[config.mk]
export PLATFORM = sky130hd
export DESIGN_NAME = one_hot_enc_pipe
export DESIGN_NICKNAME = d
export VERILOG_FILES = /design/src/rtl/one_hot_enc_pipe.sv
export SDC_FILE = /design/constraint.sdc
export NUM_CORES = 1
export LEC_CHECK = 0
export CORE_ASPECT_RATIO = 1.25
export CORE_UTILIZATION = 38
export DETAILED_ROUTE_END_ITERATION = 7
export DONT_BUFFER_PORTS = 1
export GPL_TIMING_DRIVEN = 1
export HOLD_SLACK_MARGIN = 0.08
export PLACE_DENSITY_LB_ADDON = 0.1
export SYNTH_ARGS = -nofsm -noshare
export SYNTH_HDL_FRONTEND = slang
export SYNTH_SLANG_ARGS = --single-unit
[constraint.sdc]
create_clock -name clk -period 1.5 [get_ports clk]
set_clock_uncertainty 0.05 [all_clocks]
set_input_delay 0.15 -clock clk [delete_from_list [all_inputs] [get_ports clk]]
set_output_delay 0.15 -clock clk [all_outputs]
set_load 0.02 [all_outputs]
[src/rtl/one_hot_enc_pipe.sv]
// Registered binary-to-one-hot/one-cold/thermometer encoder on a valid/ready stream.
// An output register plus one skid entry keep ready_o a flop with no path from ready_i.
module one_hot_enc_pipe #(
  parameter int BIN_W     = 4,
  parameter int ONE_HOT_W = 16,
  parameter int ERR_CNT_W = 8
) (
  input  logic                 clk,
  input  logic                 reset,
  input  logic                 valid_i,
  output logic                 ready_o,
  input  logic [BIN_W-1:0]     bin_i,
  input  logic [1:0]           mode_i,
  output logic                 valid_o,
  input  logic                 ready_i,
  output logic [ONE_HOT_W-1:0] one_hot_o,
  output logic                 err_o,
  output logic [ERR_CNT_W-1:0] err_cnt_o
);

  // state    | meaning
  // ST_EMPTY | output register empty, skid empty
  // ST_HALF  | output register holds a beat, skid empty
  // ST_FULL  | output register and skid both hold a beat
  typedef enum logic [1:0] {
    ST_EMPTY = 2'b00,
    ST_HALF  = 2'b01,
    ST_FULL  = 2'b10
  } state_e;

  typedef enum logic [1:0] {
    MODE_HOT   = 2'b00,
    MODE_COLD  = 2'b01,
    MODE_THERM = 2'b10,
    MODE_RSVD  = 2'b11
  } mode_e;

  localparam logic [BIN_W:0] MAX_IDX = (BIN_W+1)'(ONE_HOT_W - 1);

  state_e                 state, state_next;
  logic                   ready_q;
  logic [ONE_HOT_W-1:0]   out_data, skid_data;
  logic                   out_err, skid_err;
  logic [ERR_CNT_W-1:0]   err_cnt;

  logic                   accept;
  logic                   load_out_new, load_out_skid, load_skid;
  logic [ONE_HOT_W-1:0]   hot_vec, therm_vec, enc_data;
  logic                   enc_err;

  assign accept = valid_i & ready_q;

  always_comb begin
    hot_vec   = '0;
    therm_vec = '0;
    for (int i = 0; i < ONE_HOT_W; i++) begin
      hot_vec[i]   = (bin_i == BIN_W'(i));
      therm_vec[i] = (BIN_W'(i) <= bin_i);
    end
  end

  always_comb begin
    enc_data = '0;
    enc_err  = ({1'b0, bin_i} > MAX_IDX);
    case (mode_e'(mode_i))
      MODE_HOT:   enc_data = hot_vec;
      MODE_COLD:  enc_data = ~hot_vec;
      MODE_THERM: enc_data = therm_vec;
      default:    enc_err  = 1'b1;
    endcase
    // Any error forces an all-zero vector, whatever the mode.
    if (enc_err) enc_data = '0;
  end

  always_ff @(posedge clk or posedge reset) begin
    if (reset) state <= ST_EMPTY;
    else       state <= state_next;
  end

  always_comb begin
    state_next    = state;
    load_out_new  = 1'b0;
    load_out_skid = 1'b0;
    load_skid     = 1'b0;
    case (state)
      ST_EMPTY: begin
        if (accept) begin
          load_out_new = 1'b1;
          state_next   = ST_HALF;
        end
      end
      ST_HALF: begin
        if (accept && !ready_i) begin
          load_skid  = 1'b1;
          state_next = ST_FULL;
        end else if (accept) begin
          load_out_new = 1'b1;
        end else if (ready_i) begin
          state_next = ST_EMPTY;
        end
      end
      ST_FULL: begin
        // ready_q is low here, so no new beat can arrive alongside the drain.
        if (ready_i) begin
          load_out_skid = 1'b1;
          state_next    = ST_HALF;
        end
      end
      default: state_next = ST_EMPTY;
    endcase
  end

  always_ff @(posedge clk or posedge reset) begin
    if (reset) begin
      ready_q   <= 1'b1;
      out_data  <= '0;
      out_err   <= 1'b0;
      skid_data <= '0;
      skid_err  <= 1'b0;
    end else begin
      ready_q <= (state_next != ST_FULL);
      if (load_out_new) begin
        out_data <= enc_data;
        out_err  <= enc_err;
      end else if (load_out_skid) begin
        out_data <= skid_data;
        out_err  <= skid_err;
      end
      if (load_skid) begin
        skid_data <= enc_data;
        skid_err  <= enc_err;
      end
    end
  end

  always_ff @(posedge clk or posedge reset) begin
    if (reset)                         err_cnt <= '0;
    else if (accept && enc_err && (err_cnt != '1)) err_cnt <= err_cnt + 1'b1;
  end

  assign ready_o   = ready_q;
  assign valid_o   = (state != ST_EMPTY);
  assign one_hot_o = out_data;
  assign err_o     = out_err;
  assign err_cnt_o = err_cnt;

endmodule

==> results_dict.tcl <==
set metrics [dict create \
    status "complete, but fails checks" \
    violations "setup timing" \
    grt_usage 0.1828 \
    final_common_cell "dfrtp_1" \
    combinationalPowerShare 0.342 \
    ys_async_sr_fraction 1.000 \
    n_fill_cell 603 \
    timing.slew.headroom 0.6918 \
    r2r_cells 4 \
    yosys_warnings 0 \
    gp_congestion 0.7416 \
    arrival_ns 1.70 \
    cp.required_ns 1.63 \
    fin_nets 283 \
    layout-drive-gt1-share 0.2711 \
    via_per_inst 5.304 \
    regArea_um2 1130 \
    detail-route-antenna-nets 0 \
    numPortBuffers 0 \
    internal-power_mw 3.010 \
    hpwl_um 3819 \
    hp-class "primary input to register" \
    ir_drop_v 0.0007907 \
    grt.busiest_layer "met2" \
    rsz0062_at_grt "true" \
    final_cell_mix "dfrtp_1, mux2i_1, buf_4" \
    p_switching_mw 1.799 \
    seqPwrFrac 0.492 \
    die_w_um 73.52 \
    htreeDepth 2 \
    grt_pass1_wl_um 9418 \
    rrSetupSlack_ns -0.07 \
    synthFlopType "dfrtp_1" \
    dpl-instance-area_um2 2660 \
    synth_edf_count 0 \
    grt_pass1_vias 1846 \
    min_period_over_period 1.047 \
    synthesis.nets 260 \
    rows 32 \
    n_antenna_cell 0 \
    path_max_fanout 4 \
    area_growth_pct 25.18 \
    overflow 0 \
    wl_per_cell_um 16.42 \
    hold_viol 0 \
    ys_seq_area_frac 0.4640 \
    slew_violations 0 \
    avgSynthCellArea_um2 9.758 \
    antenna_found_initial 0 \
    cap_viol_max_count 0 \
    setup_viol 19 \
    fp.dieH_um 91.41 \
    clk_latency_ns 0.29 \
    p_clk_frac 0.167 \
    cts.sinks 45 \
    firstDrtPassIters 4 \
    start_kind "register" \
    path_clk_slew_ns 0.08 \
    path_class "register to register" \
    multi_input_area_um2 1304 \
    worstMarginPinSlew_ns 0.4607 \
    coreArea_um2 6166 \
    via_count 1899 \
    initial_core_util 0.3941 \
    ys_seq_elements 45 \
    grt_util_met1 0.2333 \
    grtUsageMet3 0.04550 \
    cts_made_buffers 5 \
    cts_buffer_depth 2 \
    drc 0 \
    fin_crit_ns 1.571 \
    grt.met2_usage 0.3012 \
    yosysUniqueCellTypes 52 \
    power_density_nw_per_um2 1581 \
    grt_max_degree 25 \
    ioPinCount 37 \
    swShare 0.3742 \
    worst_slack_ns -0.07086 \
    cts-root-buf "clkbuf_8" \
    syn_inst 249 \
    drt-initial-drc-count 78 \
    final_area_um2 3042 \
    cts_tree "done" \
    power.leakage_nw 1.426 \
    cp-end-kind "register" \
    dieArea_um2 6720 \
    hold_depth 3 \
    max_freq_ghz 0.6366 \
    wl_um 5879 \
    syn_area_um2 2430 \
    whs_ns 0.09609 \
]
-- cells by family after synthesis --
logic type / Yosys count / share of synthesized area
adders and majority gates: 1 / 0.005149
muxes: 30 / 0.1251
AOI/OAI and AO/OA: 61 / 0.1638
xor gates and xnor gates: 6 / 0.02163
DFF: 45 / 0.4640
buffers and inverters: 25 / 0.05303
and+or+nand+nor: 81 / 0.1674
-- path summary, 6_finish.rpt --
kind	startpoint	to
setup reg to reg	ready_o	one_hot_o[10]
max in group asynchronous	reset	skid_data[0]
setup / recovery	ready_o	one_hot_o[10]
hold / removal	ready_i	state[0]
min in group asynchronous	reset	err_cnt_o[2]
hold reg to reg	skid_data[13]	skid_data[13]
-- cell usage after synthesis, types with 2 or more instances --
master    instances  share of area
nor2b_1           4          0.010
mux2i_1          27           0.11
o21a_1            2         0.0062
buf_4             2         0.0062
o21ai_0          15          0.031
and2_1            2         0.0051
o32a_1            3          0.012
nand4_1           2         0.0051
o21ai_1           2         0.0041
nor2_1           17          0.026
nor3_1            7          0.014
clkbuf_1          4         0.0062
xor2_1            4          0.014
nor3b_1           2         0.0062
nand3_1           4         0.0082
inv_1             6         0.0093
a31oi_1           7          0.018
and3_1            7          0.018
dfrtp_1          44           0.45
buf_6             2         0.0093
buf_2            10          0.021
nand2_1          25          0.039
mux2_2            3          0.014
a21oi_1          15          0.031
a221o_1           2         0.0082
xnor2_1           2         0.0072
or2_2             2         0.0051
a32oi_1           2         0.0072
and4_1            2         0.0072
-- registers in the layout, indices dropped and copies added (netlist names) --
signal,count
ready_o,1
state,2
err_cnt_o,8
skid_err,1
skid_data,16
err_o,1
one_hot_o,16
-- routing by layer --
layer,vias to the layer above,wire length (um)
li1,942,-
met1,904,2552
met2,47,2921
met3,6,338
met4,0,66
met5,-,0
-- final cells by class --
| class | instances | share of cell area |
|---|---|---|
| repair buffers | 35 | 0.1242 |
| well taps | 85 | 0.03497 |
| clock buffers | 7 | 0.03167 |
| multi-input cells | 179 | 0.4286 |
| flip-flops and latches | 45 | 0.3715 |
| clock inverters | 1 | 0.001645 |
| inverters | 6 | 0.007404 |
-- power groups by stage --
stage	registers (mW)	logic [mW]	clock network (mW)
after floorplan	2.35	0.938	0
after global placement	2.34	1.33	0
after detailed placement	2.35	1.35	0
after CTS	2.33	1.50	0.845
after global routing	2.43	1.81	0.892
final	2.37	1.64	0.801
-- worst max-delay path, stage by stage, from the launching register on --
cell	delay, ns
dfstp_2	0.55
nand2_2	0.06
or3_4	0.36
and3_4	0.18
a221o_1	0.26
-- stage by stage --
| stage | worst slack (ns) | util | total power, mW | std cells | TNS [ns] |
|---|---|---|---|---|---|
| 2_1_floorplan | -0.2100 | - | 3.293 | 249 | -3.173 |
| 3_3_place_gp | -0.08709 | 0.4314 | 3.678 | 340 | -1.196 |
| 3_5_place_dp | -0.1038 | 0.4314 | 3.701 | 340 | -1.650 |
| 4_1_cts | -0.07426 | 0.4712 | 4.681 | 356 | -0.2529 |
| 5_1_grt | -0.1127 | 0.4933 | 5.133 | 358 | -2.068 |
| 6_report | -0.07086 | 0.4933 | 4.809 | 358 | -0.7083 |
-- what timing repair did --
item                                    CTS  global route
endpoints found under the setup margin   30            34
hold buffers                              6             0
pin swaps                                 2            10
setup buffers                             1             0
cloned                                    1             2
endpoints found under the hold margin    65             0
gates resized for setup                  25            23
Power figures use the tool's default switching activity.
